### config.mk
export PLATFORM = sky130hd
export DESIGN_NAME = multicycle_ctrl_flat
export DESIGN_NICKNAME = d
export VERILOG_FILES = /design/src/rtl/multicycle_ctrl_if.sv /design/src/rtl/multicycle_ctrl.sv /design/src/flat_wrapper.sv
export SDC_FILE = /design/constraint.sdc
export NUM_CORES = 1
export LEC_CHECK = 0
export CORE_MARGIN = 1
export CORE_UTILIZATION = 25
export DETAILED_ROUTE_END_ITERATION = 16
export GPL_ROUTABILITY_DRIVEN = 0
export PLACE_DENSITY = 0.45
export SLEW_MARGIN = 20
export SYNTH_ARGS = -nofsm -noshare
export SYNTH_HDL_FRONTEND = slang
export SYNTH_SLANG_ARGS = --single-unit
### constraint.sdc
create_clock -name clk -period 1.4 [get_ports clk]
set_input_delay 0.21 -clock clk [delete_from_list [all_inputs] [get_ports clk]]
set_output_delay 0.21 -clock clk [all_outputs]
set_load 0.01 [all_outputs]
### src/rtl/multicycle_ctrl_if.sv
// Control/handshake bundle between the multicycle controller (master) and its datapath
// and memory (slave).
interface multicycle_ctrl_if #(
    parameter int unsigned OPCODE_W = 7,
    parameter int unsigned ALUOP_W  = 2
);
    logic [OPCODE_W-1:0] opcode;
    logic                zero;
    logic                mem_ready;
    logic                mem_req;
    logic                mem_we;
    logic                iord;
    logic                ir_write;
    logic                pc_write;
    logic                pc_src;
    logic                reg_write;
    logic                mem2reg;
    logic [1:0]          alusrc_b;
    logic [ALUOP_W-1:0]  aluop;
    logic                fault;

    modport master (
        input  opcode, zero, mem_ready,
        output mem_req, mem_we, iord, ir_write, pc_write, pc_src, reg_write, mem2reg,
               alusrc_b, aluop, fault
    );

    modport slave (
        output opcode, zero, mem_ready,
        input  mem_req, mem_we, iord, ir_write, pc_write, pc_src, reg_write, mem2reg,
               alusrc_b, aluop, fault
    );
endinterface

### src/rtl/multicycle_ctrl.sv
// Multicycle main controller: FETCH/DECODE/EXEC/MEM/WB with memory-wait timeout and sticky
// fault. Define MC_CTRL_JAL_EN to support JAL (opcode 1101111); otherwise it traps.
module multicycle_ctrl #(
    parameter int unsigned OPCODE_W    = 7,
    parameter int unsigned ALUOP_W     = 2,
    parameter int unsigned TMO_W       = 4,
    parameter int unsigned MEM_TIMEOUT = 12
) (
    input logic               clk,
    input logic               rst_n,
    multicycle_ctrl_if.master bus
);
    typedef enum logic [2:0] {StFetch, StDecode, StExec, StMem, StWb, StTrap} state_e;

    localparam logic [OPCODE_W-1:0] OpR   = OPCODE_W'(7'b0110011);
    localparam logic [OPCODE_W-1:0] OpI   = OPCODE_W'(7'b0010011);
    localparam logic [OPCODE_W-1:0] OpLd  = OPCODE_W'(7'b0000011);
    localparam logic [OPCODE_W-1:0] OpSt  = OPCODE_W'(7'b0100011);
    localparam logic [OPCODE_W-1:0] OpBeq = OPCODE_W'(7'b1100011);
`ifdef MC_CTRL_JAL_EN
    localparam logic [OPCODE_W-1:0] OpJal = OPCODE_W'(7'b1101111);
`endif

    state_e              state_q, state_d;
    logic [OPCODE_W-1:0] op_q, op_d;
    logic [TMO_W-1:0]    cnt_q, cnt_d;
    logic                fault_q, fault_d;
    logic                legal, timeout;

    logic       mem_req, mem_we, iord, ir_write, pc_write, pc_src, reg_write, mem2reg;
    logic [1:0] alusrc_b, aluop;

    always_comb begin
        legal = 1'b0;
        case (bus.opcode)
            OpR, OpI, OpLd, OpSt, OpBeq: legal = 1'b1;
`ifdef MC_CTRL_JAL_EN
            OpJal:                       legal = 1'b1;
`endif
            default:                     legal = 1'b0;
        endcase
    end

    // Last tolerated not-ready cycle; a ready in this same cycle still completes the access.
    assign timeout = !bus.mem_ready && (cnt_q == TMO_W'(MEM_TIMEOUT - 1));

    always_comb begin
        state_d   = state_q;
        op_d      = op_q;
        cnt_d     = '0;
        fault_d   = fault_q;
        mem_req   = 1'b0;
        mem_we    = 1'b0;
        iord      = 1'b0;
        ir_write  = 1'b0;
        pc_write  = 1'b0;
        pc_src    = 1'b0;
        reg_write = 1'b0;
        mem2reg   = 1'b0;
        alusrc_b  = 2'b00;
        aluop     = 2'b00;

        unique case (state_q)
            StFetch: begin
                mem_req = 1'b1;
                if (bus.mem_ready) begin
                    ir_write = 1'b1;
                    pc_write = 1'b1;
                    alusrc_b = 2'b01;
                    state_d  = StDecode;
                end else if (timeout) begin
                    state_d = StTrap;
                end else begin
                    cnt_d = cnt_q + TMO_W'(1);
                end
            end
            StDecode: begin
                op_d    = bus.opcode;
                state_d = legal ? StExec : StTrap;
            end
            StExec: begin
                state_d = StWb;
                case (op_q)
                    OpR: begin
                        alusrc_b = 2'b00;
                        aluop    = 2'b10;
                    end
                    OpI: begin
                        alusrc_b = 2'b10;
                        aluop    = 2'b11;
                    end
                    OpLd, OpSt: begin
                        alusrc_b = 2'b10;
                        state_d  = StMem;
                    end
                    OpBeq: begin
                        aluop    = 2'b01;
                        pc_write = bus.zero;
                        pc_src   = 1'b1;
                        state_d  = StFetch;
                    end
`ifdef MC_CTRL_JAL_EN
                    OpJal: begin
                        pc_write = 1'b1;
                        pc_src   = 1'b1;
                        alusrc_b = 2'b10;
                    end
`endif
                    default: state_d = StTrap;
                endcase
            end
            StMem: begin
                mem_req = 1'b1;
                iord    = 1'b1;
                mem_we  = (op_q == OpSt);
                if (bus.mem_ready) begin
                    state_d = (op_q == OpSt) ? StFetch : StWb;
                end else if (timeout) begin
                    state_d = StTrap;
                end else begin
                    cnt_d = cnt_q + TMO_W'(1);
                end
            end
            StWb: begin
                reg_write = 1'b1;
                mem2reg   = (op_q == OpLd);
                state_d   = StFetch;
            end
            StTrap:  state_d = StTrap;
            default: state_d = StFetch;
        endcase

        if (state_d == StTrap) fault_d = 1'b1;
    end

    always_ff @(posedge clk or negedge rst_n) begin
        if (!rst_n) begin
            state_q <= StFetch;
            op_q    <= '0;
            cnt_q   <= '0;
            fault_q <= 1'b0;
        end else begin
            state_q <= state_d;
            op_q    <= op_d;
            cnt_q   <= cnt_d;
            fault_q <= fault_d;
        end
    end

    // Reset holds every output low, including the FETCH request.
    assign bus.mem_req   = rst_n & mem_req;
    assign bus.mem_we    = rst_n & mem_we;
    assign bus.iord      = rst_n & iord;
    assign bus.ir_write  = rst_n & ir_write;
    assign bus.pc_write  = rst_n & pc_write;
    assign bus.pc_src    = rst_n & pc_src;
    assign bus.reg_write = rst_n & reg_write;
    assign bus.mem2reg   = rst_n & mem2reg;
    assign bus.alusrc_b  = rst_n ? alusrc_b : 2'b00;
    assign bus.aluop     = rst_n ? ALUOP_W'(aluop) : '0;
    assign bus.fault     = rst_n & fault_q;
endmodule

### src/flat_wrapper.sv
// flat-port wrapper written by rule: the top's interface ports become plain ports
module multicycle_ctrl_flat 
#(
    parameter int unsigned OPCODE_W    = 7,
    parameter int unsigned ALUOP_W     = 2,
    parameter int unsigned TMO_W       = 4,
    parameter int unsigned MEM_TIMEOUT = 12
)
  (clk, rst_n, bus_opcode, bus_zero, bus_mem_ready, bus_mem_req, bus_mem_we, bus_iord, bus_ir_write, bus_pc_write, bus_pc_src, bus_reg_write, bus_mem2reg, bus_alusrc_b, bus_aluop, bus_fault);
  multicycle_ctrl_if #(.OPCODE_W(OPCODE_W), .ALUOP_W(ALUOP_W)) bus_i ();
  input logic clk;
  input logic rst_n;
  input wire logic [$bits(bus_i.opcode)-1:0] bus_opcode;
  input wire logic [$bits(bus_i.zero)-1:0] bus_zero;
  input wire logic [$bits(bus_i.mem_ready)-1:0] bus_mem_ready;
  output wire logic [$bits(bus_i.mem_req)-1:0] bus_mem_req;
  output wire logic [$bits(bus_i.mem_we)-1:0] bus_mem_we;
  output wire logic [$bits(bus_i.iord)-1:0] bus_iord;
  output wire logic [$bits(bus_i.ir_write)-1:0] bus_ir_write;
  output wire logic [$bits(bus_i.pc_write)-1:0] bus_pc_write;
  output wire logic [$bits(bus_i.pc_src)-1:0] bus_pc_src;
  output wire logic [$bits(bus_i.reg_write)-1:0] bus_reg_write;
  output wire logic [$bits(bus_i.mem2reg)-1:0] bus_mem2reg;
  output wire logic [$bits(bus_i.alusrc_b)-1:0] bus_alusrc_b;
  output wire logic [$bits(bus_i.aluop)-1:0] bus_aluop;
  output wire logic [$bits(bus_i.fault)-1:0] bus_fault;
  assign bus_i.opcode = bus_opcode;
  assign bus_i.zero = bus_zero;
  assign bus_i.mem_ready = bus_mem_ready;
  assign bus_mem_req = bus_i.mem_req;
  assign bus_mem_we = bus_i.mem_we;
  assign bus_iord = bus_i.iord;
  assign bus_ir_write = bus_i.ir_write;
  assign bus_pc_write = bus_i.pc_write;
  assign bus_pc_src = bus_i.pc_src;
  assign bus_reg_write = bus_i.reg_write;
  assign bus_mem2reg = bus_i.mem2reg;
  assign bus_alusrc_b = bus_i.alusrc_b;
  assign bus_aluop = bus_i.aluop;
  assign bus_fault = bus_i.fault;
  multicycle_ctrl #(.OPCODE_W(OPCODE_W), .ALUOP_W(ALUOP_W), .TMO_W(TMO_W), .MEM_TIMEOUT(MEM_TIMEOUT)) u_core (.clk(clk), .rst_n(rst_n), .bus(bus_i));
endmodule
==> results of run 1 <==
==> Yosys cell counts, types with 2 or more instances <==
master	number
dfrtp_1	15
nor2_1	7
mux2_2	6
nor3b_1	2
inv_1	2
nand3b_1	2
and3_1	6
buf_6	2
or2_2	2
xor2_1	2
nor2b_1	5
a21oi_1	3
o21ai_0	2
nand2_1	7
nor3_1	2
nand2b_1	4
==> metal layers <==
metal / vias up / share of wire (%)
met2: 16 / 53
met5: - / 0
met4: 0 / 2.2
met1: 488 / 43
met3: 6 / 1.9
li1: 479 / -
==> cell families (layout without fill, tap and decap cells) <==
group	count (synthesis)	count (layout)
simple gates	49	49
buf+inv	6	77
compound gates	14	14
xor+xnor	3	3
fa+ha+maj	1	1
flops	15	15
mux	6	6
==> timing repair <==
item | in CTS | in global routing
cloned | 0 | 0
endpoints found under the hold margin | 0 | 0
setup endpoints to repair | 26 | 27
resized for setup | 104 | 21
setup buffers | 16 | 9
pin swaps | 12 | 8
==> state kept, by name (all words and copies together), names as in the netlist <==
| signal | flops |
|---|---|
| u_core.op_q | 7 |
| u_core.cnt_q | 4 |
| u_core.state_q | 3 |
| u_core.fault_q | 1 |
==> worst max-delay path, cell delays in order, from the launching register on <==
cell and delay, ns:
dfrtp_1 0.37, nand4bb_4 0.26, or3_4 0.43, nor3b_2 0.20, buf_2 0.15
==> layout make-up <==
cell class | instances | area (sq um)
Tap cell | 48 | 60.1
Clock buffer | 3 | 41.3
Multi-Input combinational cell | 73 | 738
Sequential cell | 15 | 377
Inverter | 2 | 10.0
Timing Repair Buffer | 71 | 681
Clock inverter | 1 | 5.00
Fill cell | 341 | 1780
==> placed cells by master (no fill, tap or decap), types with 2 or more instances in the layout <==
| cell type | count |
|---|---|
| nand2_1 | 4 |
| buf_2 | 6 |
| a21oi_1 | 3 |
| nor2_2 | 2 |
| nand3b_1 | 2 |
| mux2_4 | 5 |
| nand2b_1 | 4 |
| buf_12 | 4 |
| clkdlybuf4s50_1 | 9 |
| clkbuf_8 | 3 |
| nor3_1 | 2 |
| buf_4 | 27 |
| o21ai_1 | 2 |
| nor2_4 | 3 |
| buf_6 | 23 |
| dfrtp_1 | 14 |
| and3_4 | 5 |
| nor2_1 | 3 |
| nand2_2 | 2 |
| nor2b_1 | 3 |
==> power by group <==
part	switching, uW	internal [uW]	leakage [uW]
logic	742	1210	0.000606
registers	132	576	0.000182
clock network	147	197	0.0000255
total	1020	1980	0.000813
==> through the flow <==
step	power, uW	util, %	worst slack, ns
floorplan	1280	-	-0.0568
global placement	1780	38.7	-0.765
detailed placement	1780	38.7	-0.793
CTS	2860	48.4	-0.397
global route	3200	51.8	-0.535
finish	3000	51.8	-0.459
==> path summary, 6_finish.rpt <==
path,startpoint,to,slack [ns],cells after the start
hold / removal,rst_n,u_core.op_q[5],0.15,3
setup reg to reg,u_core.state_q[0],u_core.fault_q,-0.24,8
max in group asynchronous,rst_n,u_core.state_q[0],1.12,3
min in group clk,u_core.op_q[3],u_core.op_q[3],0.51,1
setup / recovery,u_core.op_q[3],bus_mem2reg,-0.46,4
hold reg to reg,u_core.op_q[3],u_core.op_q[3],0.51,1
==> reports/metrics.yaml, run 1 <==
p_leak_uw: 0.000813
synthCells: 94
synth_mux_area_share_pct: 6.97
io_buffers: 23
finalHoldViolations: 0
clock_latency_ns: 0.24
ys_seq_area_share_pct: 38.7
outcome: "complete, but fails checks"
setup_viol: 25
fin_setup_tns_ns: -5.46
clock.fmax_mhz: 538
fp.dieW_um: 64.3
synthAdderAreaFrac_pct: 1.29
drive_gt1_share_pct: 63.6
dieHeight_um: 64.3
synth-compound-area-share_pct: 11.7
hold_buffers: 0
synth_top_area_share_pct: 38.7
ant_nets: 0
grt_max_degree: 17
slew_violations: 0
tightestPinTransition_ns: 0.445
synth_largest_area_cell: "dfrtp_1"
dp_cells: 188
busiest_layer: "met2"
yosysUniqueCellTypes: 41
fin_skew_ns: 0.00146
stdcell_area_sq_um: 1910
clockBufferDepth: 2
synthTopCellsByArea: "dfrtp_1, mux2_2, and3_1"
areaGrowthSynthToFinish_pct: 97.2
die_area_sq_um: 4130
synth.avg_cell_area_sq_um: 10.3
maxSlewHeadroom_pct: 70.3
num-nets-final: 178
cts_root_buf: "clkbuf_8"
power.density_nw_per_um2: 1570
violations: "negative setup slack"
crit_type: "register to output pin"
startpoint_type: "register"
holdWs_ns: 0.147
wl_um: 2780
core_area_sq_um: 3690
num_vias: 989
setup_slack_ns: -0.459
met1_usage_pct: 18.1
synthArstFlopShare_pct: 100
synth_fp_nets: 106
hp-class: "primary input to async pin"
cp_max_fo: 4
diodes: 0
ys_warn_count: 0
synth_edf_count: 0
synth_simple_gate_area_share_pct: 33.5
firstDrtPassIters: 4
num_rows: 22
vias_per_cell: 4.64
grt_util_met3_pct: 1.25
maxCapViolCount: 0
layout.cells.non_filler: 213
cts_tree: "yes"
clkTransAtPathRegs_ns: 0.06
grt.total_usage_pct: 14.4
synth_top_family_by_area: "simple AND/OR/NAND/NOR gates"
grt_pass1_wl_um: 4630
post_synth_xor_area_fraction_pct: 2.71
antenna_found_initial: 0
drtIter0Drc: 23
cts_sinks: 15
synth-main-ff-cell: "dfrtp_1"
grt_pass1_vias: 1014
required_ns: 1.19
ioPinCount: 24
initial_core_util_pct: 26.3
rsz0062_at_grt: "yes"
synthesis.area_sq_um: 970
crit_arrival_ns: 1.65
numCtsBuffers: 3
layout_min_cycle_time_ns: 1.86
htree_levels: 1
drc: 0
grt_use_met2_pct: 24.7
ir_worst_vdd_mv: 0.713
post_dp_cell_area_sq_um: 1430
fin_crit_sh_pct: 133
wl_per_cell_um: 13.1
dp_hpwl_um: 1890
grt_overflow: 0
synth-seq-cells: 15
end_kind: "output pin"
No activity file was read; power rests on OpenSTA's default activity.
==> run 2: changes to the inputs <==
--- a/config.mk
+++ b/config.mk
@@ -5,11 +5,11 @@
 export SDC_FILE = /design/constraint.sdc
 export NUM_CORES = 1
 export LEC_CHECK = 0
+export ABC_AREA = 0
 export CORE_MARGIN = 1
 export CORE_UTILIZATION = 25
 export DETAILED_ROUTE_END_ITERATION = 16
 export GPL_ROUTABILITY_DRIVEN = 0
-export PLACE_DENSITY = 0.45
 export SLEW_MARGIN = 20
 export SYNTH_ARGS = -nofsm -noshare
 export SYNTH_HDL_FRONTEND = slang
==> reports/metrics.yaml, run 2 (synthesis gave the netlist of run 1 again) <==
maxSlewHeadroom_pct: 77.8  # +7.5 points
final_core_utilization_pct: 49.1  # -2.7 points
wl_per_cell_um: 15.0  # +15%
drc: 0  # unchanged
layout_min_cycle_time_ns: 1.97  # +0.113 ns
num_rows: 22  # unchanged
final_cell_mix: "buf_4, buf_6, dfrtp_1"
maxCapViolCount: 0  # unchanged
crit_path_top_delay_cell: "dfrtp_1"
largest_register_ffs: 7  # unchanged
clockBufferDepth: 2  # unchanged
grt_pass1_wl_um: 4680  # +1.1%
crit_chain: "nand4bb_4 -> nand4b_1 -> buf_4 -> a211oi_2 -> buf_2"
reg2reg_to: "u_core.state_q[0]"
end_kind: "output pin"
cts_root_buf: "clkbuf_8"
violations: "negative setup slack"
cp_max_fo: 3  # -1
grt_max_degree: 17  # unchanged
antenna_found_initial: 0  # unchanged
cts_sinks: 15  # unchanged
place_ws_ns: -0.819  # -0.0258 ns
fin_crit_sh_pct: 141  # +8.1 points
reg.largest.list: "u_core.op_q x7, u_core.cnt_q x4, u_core.state_q x3"
dp_hpwl_um: 1910  # +1.1%
clock_latency_ns: 0.25  # about the same
grt_pass1_vias: 991  # -2.3%
finalHoldViolations: 0  # unchanged
grt.total_usage_pct: 14.8  # +0.43 points
fillers: 341  # unchanged
cts_tree: "yes"
initial_core_util_pct: 26.3  # unchanged
reg2reg_from: "u_core.op_q[2]"
final_common_cell: "buf_4"
numCtsBuffers: 3  # unchanged
diodes: 0  # unchanged
die_area_sq_um: 4130  # unchanged
wl_um: 3150  # +13%
crit_arrival_ns: 1.76  # +0.11 ns
io_buffers: 23  # unchanged
cp-startpoint: "u_core.op_q[2]"
drtIter0Drc: 16  # -30%
setup_slack_ns: -0.572  # -0.113 ns
fin_setup_tns_ns: -5.96  # -0.501 ns
fin_skew_ns: 0.00273  # +0.00127 ns
ant_nets: 0  # unchanged
ir_worst_vdd_mv: 0.718  # +0.71%
crit_type: "register to output pin"
layout.cells.non_filler: 210  # -1.4%
clkTransAtPathRegs_ns: 0.06  # about the same
r2r_slack_ns: -0.21  # +0.03 ns
clock.fmax_mhz: 507  # -5.7%
outcome: "complete, but fails checks"
num-nets-final: 175  # -1.7%
vias_per_cell: 4.87  # +4.9%
dieHeight_um: 64.3  # unchanged
p_leak_uw: 0.000781  # -3.9%
core_area_sq_um: 3690  # unchanged
grt_overflow: 0  # unchanged
critPathCapture: "bus_alusrc_b[1]"
rsz0062_at_grt: "yes"
dp_cells: 187  # -0.53%
firstDrtPassIters: 4  # unchanged
htree_levels: 1  # unchanged
regMostFlops: "u_core.op_q"
hp-class: "primary input to async pin"
num_vias: 1023  # +3.4%
required_ns: 1.19  # about the same
setup_viol: 26  # +4.0%
r2r_cells: 8  # unchanged
startpoint_type: "register"
power.density_nw_per_um2: 1560  # -0.73%
slew_violations: 0  # unchanged
fp.dieW_um: 64.3  # unchanged
tightestPinTransition_ns: 0.332  # -0.113 ns
ioPinCount: 24  # unchanged
drive_gt1_share_pct: 65.4  # +1.8 points
areaGrowthSynthToFinish_pct: 86.8
max_stage_delay_ns: 0.38  # -0.05 ns
## run 2: worst min-delay path by stage
stage | from | to | depth (start not counted)
2_1_floorplan | rst_n | u_core.cnt_q[0] | 0
3_3_place_gp | u_core.op_q[2] | u_core.op_q[2] | 1
3_5_place_dp | u_core.op_q[2] | u_core.op_q[2] | 1
4_1_cts | rst_n | u_core.cnt_q[2] | 3
5_1_grt | rst_n | u_core.op_q[6] | 3
6_report | rst_n | u_core.op_q[5] | 3
## run 2: layout make-up
type                       count  area, sq um  area share (%)
clock buffer                   3         41.3            2.28
clock inverter                 1         5.00           0.276
inverter                       2         7.51           0.414
multi-input combinational     73          704            38.9
sequential                    15          378            20.9
tap                           48         60.1            3.31
timing repair buffer          68          616            34.0
## run 2: per-layer routing
layer | share of wire [%] | GRT usage [%] | up-vias
met4 | 4.4 | 6.11 | 0
met5 | 0 | 0 | -
met3 | 3.7 | 2.50 | 11
li1 | - | - | 471
met2 | 51 | 25.4 | 30
met1 | 41 | 18.2 | 511
## run 2: where the power goes
part	switching, uW	internal [uW]
Sequential	138	576
Clock	163	198
Combinational	710	1040
## run 2: timing repair
item	CTS	global route
endpoints found under the setup margin	23	27
resized for setup	91	27
hold buffers	0	0
setup buffers	12	11
pin swaps	10	10
## run 2: stage by stage
step / total power [uW] / hold slack (ns) / cell area (sq um)
after floorplan: 1280 / -0.0856 / 977
after global placement: 1750 / 0.500 / 1420
after detailed placement: 1780 / 0.516 / 1420
after CTS: 2570 / 0.142 / 1670
after global routing: 2990 / 0.159 / 1810
final: 2830 / 0.162 / 1810
## run 2: worst max-delay path: cells and delay by family (launching register included)
| kind | cells | cell delay, ns |
|---|---|---|
| simple gates | 2 | 0.55 |
| compound gates | 1 | 0.17 |
| flops | 1 | 0.38 |
| buf+inv | 2 | 0.40 |
